==> src/rtl/traffic_phase_timer.sv <==
// Multi-phase countdown timer: N programmable phase durations, prescaled ticks,
// cyclic or single-pass sequencing with hold/stop/start control.
module traffic_phase_timer #(
  parameter  int WIDTH       = 8,
  parameter  int NUM_PHASES  = 4,
  parameter  int PRESCALE    = 1,
  parameter  int DEFAULT_DUR = 10,
  localparam int PW          = $clog2(NUM_PHASES)
) (
  input  logic             clk,
  input  logic             rst_n,
  input  logic             start_i,
  input  logic [PW-1:0]    start_phase_i,
  input  logic             stop_i,
  input  logic             hold_i,
  input  logic             cyclic_i,
  input  logic             cfg_we_i,
  input  logic [PW-1:0]    cfg_phase_i,
  input  logic [WIDTH-1:0] cfg_dur_i,
  output logic [PW-1:0]    phase_o,
  output logic [WIDTH-1:0] remaining_o,
  output logic             timeout_o,
  output logic             done_o,
  output logic             running_o
);

  typedef enum logic {IDLE, RUN} state_t;

  localparam int               PSW        = (PRESCALE > 1) ? $clog2(PRESCALE) : 1;
  localparam logic [PSW-1:0]   PS_LAST    = PSW'(PRESCALE - 1);
  localparam logic [PW-1:0]    LAST_PHASE = PW'(NUM_PHASES - 1);
  localparam logic [PW:0]      NP         = (PW + 1)'(NUM_PHASES);
  localparam logic [WIDTH-1:0] DUR_RST    = WIDTH'(DEFAULT_DUR);

  state_t           state_q;
  logic [PW-1:0]    phase_q;
  logic [WIDTH-1:0] remaining_q;
  logic             timeout_q;
  logic             done_q;
  logic [PSW-1:0]   presc_q;
  logic [WIDTH-1:0] dur [NUM_PHASES];

  // One register per phase; an out-of-range cfg_phase matches no entry.
  genvar gi;
  generate
    for (gi = 0; gi < NUM_PHASES; gi++) begin : g_dur
      logic [WIDTH-1:0] dur_q;
      always_ff @(posedge clk or negedge rst_n) begin
        if (!rst_n) begin
          dur_q <= DUR_RST;
        end else if (cfg_we_i && (cfg_phase_i == PW'(gi))) begin
          dur_q <= cfg_dur_i;
        end
      end
      assign dur[gi] = dur_q;
    end
  endgenerate

  function automatic logic [WIDTH-1:0] eff(input logic [WIDTH-1:0] d);
    return (d == '0) ? WIDTH'(1) : d;
  endfunction

  logic          start_ok;
  logic          tick;
  logic          last_phase;
  logic [PW-1:0] next_phase;

  assign start_ok   = start_i && ({1'b0, start_phase_i} < NP);
  assign tick       = (presc_q == PS_LAST);
  assign last_phase = (phase_q == LAST_PHASE);
  assign next_phase = last_phase ? '0 : phase_q + PW'(1);

  always_ff @(posedge clk or negedge rst_n) begin
    if (!rst_n) begin
      state_q     <= IDLE;
      phase_q     <= '0;
      remaining_q <= '0;
      timeout_q   <= 1'b0;
      done_q      <= 1'b0;
      presc_q     <= '0;
    end else begin
      timeout_q <= 1'b0;
      done_q    <= 1'b0;
      if (stop_i) begin
        state_q     <= IDLE;
        remaining_q <= '0;
        presc_q     <= '0;
      end else if (start_ok) begin
        state_q     <= RUN;
        phase_q     <= start_phase_i;
        remaining_q <= eff(dur[start_phase_i]);
        presc_q     <= '0;
      end else if (state_q == RUN && !hold_i) begin
        if (!tick) begin
          presc_q <= presc_q + PSW'(1);
        end else begin
          presc_q <= '0;
          if (remaining_q > WIDTH'(1)) begin
            remaining_q <= remaining_q - WIDTH'(1);
          end else begin
            timeout_q <= 1'b1;
            // Reads of dur see the pre-edge value, so a same-cycle write loses to the load.
            if (!last_phase || cyclic_i) begin
              phase_q     <= next_phase;
              remaining_q <= eff(dur[next_phase]);
            end else begin
              done_q      <= 1'b1;
              remaining_q <= '0;
              state_q     <= IDLE;
            end
          end
        end
      end
    end
  end

  assign phase_o     = phase_q;
  assign remaining_o = remaining_q;
  assign timeout_o   = timeout_q;
  assign done_o      = done_q;
  assign running_o   = (state_q == RUN);

endmodule

==> config.mk <==
export PLATFORM = sky130hd
export DESIGN_NAME = traffic_phase_timer
export DESIGN_NICKNAME = d
export VERILOG_FILES = /design/src/rtl/traffic_phase_timer.sv
export SDC_FILE = /design/constraint.sdc
export NUM_CORES = 1
export LEC_CHECK = 0
export BUFFER_PORTS_ARGS = -buffer_cell sky130_fd_sc_hd__buf_2
export CORE_UTILIZATION = 30
export DETAILED_ROUTE_END_ITERATION = 10
export SLEW_MARGIN = 40
export SYNTH_ARGS = -nofsm -noshare
export SYNTH_HDL_FRONTEND = slang
export SYNTH_SLANG_ARGS = --single-unit
==> constraint.sdc <==
create_clock -name clk -period 3 [get_ports clk]
set_clock_uncertainty 0.15 [all_clocks]
set_input_delay 0.15 -clock clk [delete_from_list [all_inputs] [get_ports clk]]
set_output_delay 0.15 -clock clk [all_outputs]
set_load 0.005 [all_outputs]
**Word level (Yosys, flattened, before mapping)**

Cells that the tools add are included.

- Output and inout port bits: 13
- Register bits after elaboration: 46
- Input bits: 19
- Logic and storage cells: 86

- Muxes and demuxes: 41
- $lt $le $gt $ge: 3
- Reduce and logical (&&, ||, !) cells: 17
- Bitwise gates (word level): 3
- $add $sub $neg: 3
- Eq/ne operators: 9

Operators with widths:

| cell | number |
|---|---|
| two-way mux 8 bit | 12 |
| binary-select mux 8 bit (select 2 bit) | 2 |
| two-way mux 1 bit | 21 |
| zero test 8 bit | 2 |
| two-way mux 2 bit | 6 |
| inequality test 3 bit (second input constant) | 3 |
| > comparator 8 x 1 -> 1 bit (second input constant) | 1 |
| subtractor 8 x 1 -> 8 bit (second input constant) | 1 |
| equality test 2 bit (second input constant) | 3 |
| >= comparator 3 bit (second input constant) | 2 |
| inverter 2 -> 3 bit | 2 |
| logical AND 1 bit | 5 |
| AND reduction 5 bit | 1 |
| inequality test 2 bit (second input constant) | 2 |
| AND reduction 4 bit | 1 |
| nonzero test 2 bit | 2 |
| nonzero test 3 bit | 1 |
| adder 2 x 1 -> 2 bit (second input constant) | 1 |
| equality test 2 x 1 -> 1 bit (second input constant) | 1 |
| zero test 1 bit | 2 |
| zero test 2 bit | 1 |
| AND reduction 2 bit | 1 |
| adder 1 bit (second input constant) | 1 |
| logical OR 1 bit | 1 |
| inverter 1 bit | 1 |

**Depth between registers and ports, before layout**

- Depth after elaboration: 14
- Mapped depth: 8
- Gate-level depth less buffers: 7

**Least setup slack after synthesis**

OpenSTA, ideal clock, no wires.

- Kind: register -> register
- Start: reg phase_q[0] (netlist: phase_o[0])
- End: reg remaining_q[3] (netlist: remaining_o[3])
- Arrival: 2331 ps
- Period minus slack after synthesis: 2607 ps
- Cell stages (with the launch flop): 7
- Setup time: 126 ps
- Setup slack: 393 ps
- Data required time: 2724 ps
- Buffers on the path: 1
- Cells stage by stage: dfrtp_1 > ha_1 > nor2_1 > clkbuf_1 > mux4_2 > a221oi_1 > nor2_1

- Longest elaborated chain between the ends: 14
- Elaborated cells on any way between the ends: 17
- Those cells by class: 1 x add/sub; 1 x eq/ne; 11 x mux; 1 x bitwise; 3 x reduce/logical

RTL lines:

| element | line | RTL |
|---|---|---|
| from (decl) | 36 | `logic [PW-1:0] phase_q;` |
| from (signal assigned) | 90 | `phase_q <= start_phase_i;` |
| from (signal assigned) | 104 | `phase_q <= next_phase;` |
| adder 2 x 1 -> 2 bit or equality test 2 bit (tied branches) | 71, 70 |  |
| two-way mux 2 bit | 71 | `assign next_phase = last_phase ? '0 : phase_q + PW'(1);` |
| inverter 2 -> 3 bit (implied by the code) | 105 | `remaining_q <= eff(dur[next_phase]);` |
| binary-select mux 8 bit (select 2 bit) | 105 |  |
| two-way mux 8 bit (implied by the code) (2 in series) | 105 |  |
| zero test 8 bit | 60 | `return (d == '0) ? WIDTH'(1) : d;` |
| two-way mux 8 bit | 60 |  |
| two-way mux 8 bit * | 103 | `if (!last_phase \|\| cyclic_i) begin` |
| two-way mux 8 bit * | 98 | `if (remaining_q > WIDTH'(1)) begin` |
| two-way mux 8 bit * | 94 | `if (!tick) begin` |
| two-way mux 8 bit * | 93 | `end else if (state_q == RUN && !hold_i) begin` |
| two-way mux 8 bit * | 88 | `end else if (start_ok) begin` |
| two-way mux 8 bit * | 84 | `if (stop_i) begin` |
| to (signal assigned) | 91 | `remaining_q <= eff(dur[start_phase_i]);` |
| to (signal assigned) | 99 | `remaining_q <= remaining_q - WIDTH'(1);` |
| to (signal assigned) | 105 |  |
| to (decl) | 37 | `logic [WIDTH-1:0] remaining_q;` |

Mark *: on every way between the ends. The rest lies on a longest branch, timed or not. The select of a mux whose other input is x is not followed.
A chain may end at the register's enable or synchronous reset.

**Worst setup path in the final report**

- Start: reg remaining_q[2] (netlist: remaining_o[2])
- End: reg phase_q[1] (netlist: phase_o[1])

- Longest elaborated chain between the ends: 3

RTL lines:

| element | line |
|---|---|
| > comparator 8 x 1 -> 1 bit | 98 |
| inequality test 2 bit (no line) | - |
| AND reduction 5 bit (no line) | - |

No other way between the ends.

==> flow_summary.ini <==
[worst_setup_path]
reg2reg_depth = 5
cp_slowest_cell = or4_4
critPathLaunch = remaining_o[2]
cp-start-kind = flop
r2r_setup_slack_ns = 0.49
worstSetupPathType = flop to flop
crit_buf_inv = 0
crit_path_end_kind = flop
rr_startpoint = remaining_o[2]
worst-path-stages = 5
cp_top_family = simple AND/OR/NAND/NOR gates
cp.arrival_ns = 2.55
r2r_end = phase_o[1]
critical_path.endpoint = phase_o[1]
required_ns = 3.04
critical_path.cell_chain = or4_4, nor4_4, a31oi_1, nor2_1, mux2_2
critPathMaxFanout = 10
critPathMaxStageDelay_ns = 0.60

[global_route]
grt_pass1_vias = 1916
antenna_found_initial = 0
overflow = 0
grt_max_degree = 46
grtUsageTotal = 0.141
grt_pass1_wl_mm = 9.78

[logic_synthesis]
postSynthCellCount = 212
seq_area_frac_synth = 0.435
ys_warn_count = 0
syn_nets = 234
synth_cell_types = 44
synth.avg_cell_area_um2 = 12.3
synth-edff-count = 0
synthFlopType = dfrtp_1
syn_area_um2 = 2610
async_flop_share = 1.00
ys_ff_latch = 45

[placement]
hpwlAfterDp_mm = 4.40
place.gp.congestion = 0.832
io_buffers = 31

[detailed_routing]
post_drt_via_cell_ratio = 5.49
wl_per_cell_um = 16.5
drc = 0
final_antenna_net_count = 0
drtIter0Drc = 96
firstDrtPassIters = 4
route.final.wire_length_mm = 5.97
vias = 1986

[floorplan]
row_count = 33
die_y_um = 95.3
core-area_um2 = 8340
die_x_um = 95.3
start_util = 0.313
io_pins = 32
die-area_um2 = 9090

[power_and_ir_drop]
powerDensity_nw_per_um2 = 674
leakage_nw = 1.26
worst_ir_drop_vdd_mv = 0.239

[clock_network]
root_buffer = clkbuf_8
post-cts-setup-buffers = 0
clk_pin_slew_ns = 0.09
insertion_delay_ns = 0.30
cts_buffers = 5
htreeDepth = 2
clockBufferDepth = 2
cts_tree = built
cts_resized = 0
clock-sinks = 45

[final_layout]
fill_cells = 840
area_delta_synth_final_pct = 18.3
multi_input_area_um2 = 1420
layout_common_cells = dfrtp_1, mux2_2, buf_2
final_common_cell = dfrtp_1
final-seq-area_um2 = 1140
layout.nets = 278
drive_gt1_frac = 0.405
diodes = 0

[timing]
worst_slew_pin_slew_ns = 0.593
rsz0062_at_grt = false
timing.fmax_ghz = 0.399
hold_slack_ns = 0.0541
fin_crit_sh = 0.836
relSlewSlack = 0.604
slew_viol_final = 0
hold_viol = 0
tns_ns = 0
setup_viol = 0
fin_crit_ns = 2.51

[flow_run]
cap_violations = 0

[run_status]
status = completed

[min_path]
min_from = hold_i
hold_path_class = primary input to flop
## kinds of logic after synthesis
logic type | share of synthesized area
DFF | 0.435
adders and majority gates | 0.0144
AOI/OAI and AO/OA | 0.103
muxes | 0.287
xor gates and xnor gates | 0.0168
buffers and inverters | 0.0211
and+or+nand+nor | 0.123
## stage by stage
step | cells | setup slack [ns] | power (mW) | utilization | instance area [µm²]
after global placement | 344 | 0.539 | 1.69 | 0.348 | 2900
after CTS | 362 | 0.487 | 2.09 | 0.371 | 3090
after global routing | 362 | 0.374 | 2.20 | 0.371 | 3090
after detailed placement | 344 | 0.504 | 1.70 | 0.348 | 2900
final | 362 | 0.492 | 2.08 | 0.371 | 3090
after floorplan | 212 | 0.393 | 1.46 | - | 2610
## worst min-delay path by stage
stage                      to  cells past startpoint
6_report            running_o                      4
5_1_grt             running_o                      4
4_1_cts             running_o                      4
3_5_place_dp   remaining_o[7]                      1
3_3_place_gp           done_o                      1
2_1_floorplan          done_o                      0
## worst min-delay path: stages
cell and delay [ns]:
buf_2 0.08, or3_1 0.09, a21oi_1 0.06, nor2_1 0.08
## cell usage after synthesis (all sizes together) (4+ instances only)
library cell   n  area, µm²
dfrtp         37        926
mux2          34        383
mux4          15        338
nor2          14       52.6
nand2          9       33.8
dfstp          8        210
o21ai          7       35.0
clkbuf         6       22.5
nor3           6       30.0
nor4           6       52.6
inv            5       18.8
o31ai          5       37.5
a21oi          4       20.0
or4            4       33.8
xnor2          4       35.0
## state kept, by name, indices dropped and copies added (netlist names)
name         cells
remaining_o      8
done_o           1
running_o        1
g_dur.dur_q     32
phase_o          2
timeout_o        1
## layout make-up
class / instances / share of cell area
Timing Repair Buffer: 46 / 0.0955
Clock inverter: 2 / 0.00526
Multi-Input combinational cell: 153 / 0.460
Inverter: 5 / 0.00607
Sequential cell: 45 / 0.367
Tap cell: 105 / 0.0425
Clock buffer: 6 / 0.0235
## where the power goes
group	total, mW	internal (mW)	switching [mW]
clock network	0.382	0.166	0.216
registers	0.880	0.739	0.140
logic	0.823	0.440	0.382
total	2.08	1.35	0.739
## per-layer routing
metal	track usage	share of wire	vias to the layer above
li1	-	-	921
met1	0.199	0.50	992
met2	0.213	0.44	65
met3	0.0351	0.047	8
met4	0.0404	0.014	0
met5	0	0	-
## repair_timing
| item | in CTS | in global routing |
|---|---|---|
| endpoints found under the setup margin | 0 | 0 |
| hold buffers | 10 | 0 |
| hold endpoints to repair | 70 | 0 |
Note: power is estimated with default switching activity, not from simulation.
